===== src/rtl/arrow_input_pkg.sv =====
// Shared arrow codes and press-arbitration helpers for the DDR input front end.
package arrow_input_pkg;

  typedef logic [1:0] arrow_t;

  localparam arrow_t ARROW_UP    = 2'd0;
  localparam arrow_t ARROW_DOWN  = 2'd1;
  localparam arrow_t ARROW_LEFT  = 2'd2;
  localparam arrow_t ARROW_RIGHT = 2'd3;

  localparam int unsigned NumArrows = 4;
  localparam int unsigned NumBtns   = 5;
  localparam int unsigned PauseIdx  = 4;

  // Lowest set bit wins when several arrows are pressed in the same cycle.
  function automatic arrow_t lowest_arrow(input logic [NumArrows-1:0] req);
    arrow_t code;
    code = ARROW_UP;
    for (int i = NumArrows - 1; i >= 0; i--) begin
      if (req[i]) code = arrow_t'(i);
    end
    return code;
  endfunction

  function automatic logic multi_press(input logic [NumArrows-1:0] req);
    return (req & (req - 4'd1)) != 4'd0;
  endfunction

endpackage


===== src/rtl/arrow_input_debounce_bit.sv =====
// One button: 2-flop synchronizer, tick-sampled debounce counter and rising-press pulse.
module debounce_bit #(
  parameter int unsigned DbCount = 8
) (
  input  logic clk_i,
  input  logic rst_i,
  input  logic tick_i,
  input  logic btn_i,
  output logic press_o
);

  localparam int unsigned CntW = $clog2(DbCount + 1);

  logic            sync1_q, sync2_q;
  logic            stable_q, stable_d;
  logic            prev_q, press_q;
  logic [CntW-1:0] cnt_q, cnt_d;

  // Any agreeing sample restarts the count, so only an unbroken run of DbCount
  // differing samples moves the accepted level.
  always_comb begin
    stable_d = stable_q;
    cnt_d    = cnt_q;
    if (tick_i) begin
      if (sync2_q == stable_q) begin
        cnt_d = '0;
      end else if (cnt_q == CntW'(DbCount - 1)) begin
        stable_d = sync2_q;
        cnt_d    = '0;
      end else begin
        cnt_d = cnt_q + CntW'(1);
      end
    end
  end

  always_ff @(posedge clk_i) begin
    if (rst_i) begin
      sync1_q  <= 1'b0;
      sync2_q  <= 1'b0;
      stable_q <= 1'b0;
      cnt_q    <= '0;
      prev_q   <= 1'b0;
      press_q  <= 1'b0;
    end else begin
      sync1_q  <= btn_i;
      sync2_q  <= sync1_q;
      stable_q <= stable_d;
      cnt_q    <= cnt_d;
      prev_q   <= stable_q;
      press_q  <= stable_q & ~prev_q;
    end
  end

  assign press_o = press_q;

endmodule


===== src/rtl/arrow_input.sv =====
// DDR player input: debounced arrow presses on a valid/ack holding register, plus a pause pulse.
module arrow_input
  import arrow_input_pkg::*;
#(
  parameter int unsigned TICK_DIV = 100000,
  parameter int unsigned DB_COUNT = 8
) (
  input  logic       clk,
  input  logic       rst,
  input  logic [3:0] btn_arrow,
  input  logic       btn_pause,
  input  logic       arrow_ack,
  output logic       arrow_valid,
  output logic [1:0] arrow,
  output logic       arrow_drop,
  output logic       pause_pulse
);

  localparam int unsigned TickW = $clog2(TICK_DIV);

  logic [TickW-1:0]   tick_cnt_q, tick_cnt_d;
  logic               tick;
  logic [NumBtns-1:0] btn_raw, press;
  logic [3:0]         arrow_press;
  logic               any_press;
  logic               valid_q, valid_d;
  arrow_t             arrow_q, arrow_d;
  logic               drop_q, drop_d;
  logic               pause_q;

  assign tick       = (tick_cnt_q == TickW'(TICK_DIV - 1));
  assign tick_cnt_d = tick ? '0 : tick_cnt_q + TickW'(1);

  assign btn_raw = {btn_pause, btn_arrow};

  for (genvar i = 0; i < NumBtns; i++) begin : g_db
    debounce_bit #(
      .DbCount(DB_COUNT)
    ) u_db (
      .clk_i  (clk),
      .rst_i  (rst),
      .tick_i (tick),
      .btn_i  (btn_raw[i]),
      .press_o(press[i])
    );
  end

  assign arrow_press = press[NumArrows-1:0];
  assign any_press   = |arrow_press;

  // A press while an unacked event is held is dropped; losers of a same-cycle tie also drop.
  always_comb begin
    valid_d = valid_q;
    arrow_d = arrow_q;
    drop_d  = multi_press(arrow_press);
    if (any_press) begin
      if (!valid_q || arrow_ack) begin
        valid_d = 1'b1;
        arrow_d = lowest_arrow(arrow_press);
      end else begin
        drop_d = 1'b1;
      end
    end else if (valid_q && arrow_ack) begin
      valid_d = 1'b0;
    end
  end

  always_ff @(posedge clk) begin
    if (rst) begin
      tick_cnt_q <= '0;
      valid_q    <= 1'b0;
      arrow_q    <= ARROW_UP;
      drop_q     <= 1'b0;
      pause_q    <= 1'b0;
    end else begin
      tick_cnt_q <= tick_cnt_d;
      valid_q    <= valid_d;
      arrow_q    <= arrow_d;
      drop_q     <= drop_d;
      pause_q    <= press[PauseIdx];
    end
  end

  assign arrow_valid = valid_q;
  assign arrow       = arrow_q;
  assign arrow_drop  = drop_q;
  assign pause_pulse = pause_q;

endmodule


===== config.mk =====
export PLATFORM = sky130hd
export DESIGN_NAME = arrow_input
export DESIGN_NICKNAME = d
export VERILOG_FILES = /design/src/rtl/arrow_input_pkg.sv /design/src/rtl/arrow_input_debounce_bit.sv /design/src/rtl/arrow_input.sv
export SDC_FILE = /design/constraint.sdc
export NUM_CORES = 1
export LEC_CHECK = 0
export CAP_MARGIN = 25
export CORE_UTILIZATION = 40
export DETAILED_ROUTE_END_ITERATION = 12
export GPL_ROUTABILITY_DRIVEN = 0
export GPL_TIMING_DRIVEN = 0
export PLACE_DENSITY = 0.67
export SLEW_MARGIN = 5
export SYNTH_ARGS = -nofsm -noshare
export SYNTH_HDL_FRONTEND = slang
export SYNTH_SLANG_ARGS = --single-unit
export TNS_END_PERCENT = 10

===== constraint.sdc =====
create_clock -name clk -period 3.2 [get_ports clk]
set_clock_uncertainty 0.1 [all_clocks]
set_input_delay 0.32 -clock clk [delete_from_list [all_inputs] [get_ports clk]]
set_output_delay 0.32 -clock clk [all_outputs]
set_load 0.02 [all_outputs]

==> impl_metrics.json <==
{
  "drc": 0,
  "hold_buffers": 0,
  "ir_drop_v": 0.000222,
  "die_h_um": 84.7,
  "rsz0062_at_grt": "no",
  "r2r-end": "tick_cnt_q[10]",
  "swShare": 0.212,
  "min_path_cells": 1,
  "grt.overflow.total": 0,
  "r2r-start": "tick_cnt_q[12]",
  "reg2reg_depth": 7,
  "ys_seq_elements": 67,
  "row_count": 29,
  "setup_violations": 0,
  "clkPwrFrac": 0.434,
  "seq_power_share": 0.540,
  "drt-total-wl_um": 5060,
  "fin_crit_ps": 2620,
  "die_x_um": 84.7,
  "p_comb_frac": 0.027,
  "synth_nets": 318,
  "drtIter0Drc": 117,
  "ys_seq_area_frac": 0.490,
  "yosysWarnings": 0,
  "drive_gt1_frac": 0.0661,
  "antenna_found_initial": 0,
  "outcome": "finished, final reports clean",
  "fin_cells": 410,
  "coreArea_um2": 6490,
  "fillers": 618,
  "cts-root-buf": "clkbuf_8",
  "tightestPinTransition_ps": 574,
  "cts_setup_buffers": 0,
  "power.net_switching_uw": 334,
  "path_class": "reg2reg",
  "regToRegSetupSlack_ps": 580,
  "max_freq_ghz": 0.382,
  "ioPinCount": 13,
  "post-route-util": 0.486,
  "design_area_um2": 3160,
  "avgSynthCellArea_um2": 9.01,
  "slew_viol_final": 0,
  "firstDrtPassIters": 6,
  "path_common_cell": "clkbuf_1",
  "cts-resized-gates": 0,
  "pre_cts_ws_ps": 485,
  "cts_buffer_depth": 2,
  "min_path_type": "reg2reg",
  "portBuffers": 12,
  "crit_arrival_ps": 2720,
  "synth_edf_count": 0,
  "min_to": "g_db[3].u_db.press_o",
  "cts_tree": "built",
  "clk_latency_ps": 330,
  "dieArea_um2": 7180,
  "relSlewSlack": 0.618,
  "cts_made_buffers": 9,
  "ant_nets": 0,
  "via_per_inst": 5.30,
  "period_share": 0.818,
  "grt.total_usage": 0.160,
  "synthCells": 304,
  "crit_fanout": 10,
  "async_flop_share": 0,
  "slowest_stage": "or4_4",
  "grt_max_degree": 12,
  "holdWs_ps": 283,
  "yosys.cell_types.count": 39,
  "worstPathRequired_ps": 3310,
  "initial_core_util": 0.421,
  "areaGrowthSynthToFinish_pct": 15.3,
  "htree_levels": 3,
  "routedWlPerCell_um": 12.3,
  "first_global_vias": 2020,
  "setup_ws_ps": 584,
  "cp-start-kind": "flip-flop",
  "place_area_um2": 2950,
  "cap_violations": 0,
  "dr_total_vias": 2173,
  "grt_pass1_wl_um": 9100,
  "min-delay-start": "g_db[3].u_db.prev_q",
  "hold_viol_final": 0,
  "powerDensity_nw_per_um2": 499,
  "crit_path_cell_trace": "or4_4, or4_1, buf_2, nand2b_1, clkbuf_1, clkbuf_1, nor2_1",
  "synth_ff_type": "dfxtp_1",
  "p_leak_nw": 1.10,
  "startpoint": "tick_cnt_q[12]",
  "clk_pin_slew_ps": 70,
  "dp_hpwl_um": 3360,
  "finalSetupTns_ps": 0,
  "internal_power_mw": 1.24,
  "nets": 342,
  "insertedDiodeCount": 0,
  "cts_sinks": 67,
  "dp_cells": 393,
  "critPathMaxStageDelay_ps": 540,
  "fin_total_pwr_mw": 1.57,
  "setup.worst_path.end_class": "flip-flop",
  "synthesis.area_um2": 2740
}
-- synthesized netlist by cell type, drive strengths merged (2+ instances only) --
cell | n | area, um^2
buf | 3 | 20.0
and2 | 3 | 18.8
nand3 | 20 | 100
inv | 5 | 18.8
nor2 | 35 | 131
a31oi | 2 | 12.5
xnor2 | 15 | 131
ha | 6 | 75.1
o31ai | 4 | 30.0
nor3 | 6 | 30.0
nand3b | 2 | 15.0
or3 | 6 | 37.5
a21oi | 30 | 150
nor2b | 22 | 138
nand4 | 4 | 25.0
dfxtp | 67 | 1340
clkbuf | 10 | 37.5
and3b | 2 | 17.5
nand2 | 16 | 60.1
o21ai | 12 | 60.1
or4 | 8 | 63.8
or4b | 2 | 20.0
nor4 | 4 | 31.3
xor2 | 5 | 43.8
nand4b | 4 | 35.0
a21bo | 2 | 20.0
-- placed cells by master (no fill, tap or decap), drive strengths merged, types with 5 or more instances in the layout --
cell and instances:
a21oi 30, clkbuf 22, clkdlybuf4s50 12, dfxtp 67, ha 6, inv 5
nand2 16, nand3 20, nor2 35, nor2b 22, nor3 6, o21ai 12
or3 6, or4 8, xnor2 15, xor2 5
-- area by class of cell --
type | count | area [um^2] | share of cell area
Buffer | 13 | 57.6 | 0.0182
Clock buffer | 11 | 141 | 0.0448
Clock inverter | 5 | 52.6 | 0.0167
Inverter | 5 | 18.8 | 0.00595
Multi-Input combinational cell | 219 | 1320 | 0.418
Sequential cell | 67 | 1340 | 0.425
Tap cell | 77 | 96.3 | 0.0305
Timing Repair Buffer | 13 | 128 | 0.0404
-- layer usage --
| layer | global-route usage | share of wire | wire length [um] |
|---|---|---|---|
| met3 | 0.0295 | 0.026 | 130 |
| met2 | 0.257 | 0.44 | 2240 |
| met1 | 0.208 | 0.51 | 2590 |
| met4 | 0.0740 | 0.019 | 94 |
| met5 | 0 | 0 | 0 |
-- logic make-up after synthesis --
group | Yosys count | synth area share
and+or+nand+nor | 140 | 0.282
buffers and inverters | 18 | 0.0279
AOI/OAI and AO/OA | 52 | 0.105
DFF | 67 | 0.490
adders and majority gates | 7 | 0.0311
xor gates and xnor gates | 20 | 0.0640
-- sequential cells by signal (all words and copies together) (netlist names) --
name,flops
arrow,2
arrow_drop,1
arrow_valid,1
g_db.u_db.cnt_q,20
g_db.u_db.press_o,5
g_db.u_db.prev_q,5
g_db.u_db.stable_q,5
g_db.u_db.sync1_q,5
g_db.u_db.sync2_q,5
pause_pulse,1
tick_cnt_q,17
-- how the worst max path moves through the flow --
stage	cells after the start	slack, ps	to
finish	7	580	tick_cnt_q[10]
global route	7	380	tick_cnt_q[9]
CTS	5	450	g_db[2].u_db.stable_q
detailed placement	5	480	g_db[2].u_db.stable_q
global placement	5	550	g_db[4].u_db.stable_q
floorplan	6	810	g_db[1].u_db.cnt_q[0]
-- power groups by stage --
stage / Clock, mW / Combinational, mW / Sequential, mW
2_1_floorplan: 0 / 0.0261 / 0.866
3_3_place_gp: 0 / 0.0425 / 0.868
3_5_place_dp: 0 / 0.0426 / 0.868
4_1_cts: 0.698 / 0.0428 / 0.849
5_1_grt: 0.742 / 0.0478 / 0.850
6_report: 0.682 / 0.0422 / 0.849
-- critical path: cells and delay by family (launching register included) --
family	cells	cell delay [ps]
DFF	1	330
buffers and inverters	3	840
and+or+nand+nor	4	1220
No activity file was read; power rests on OpenSTA's default activity.
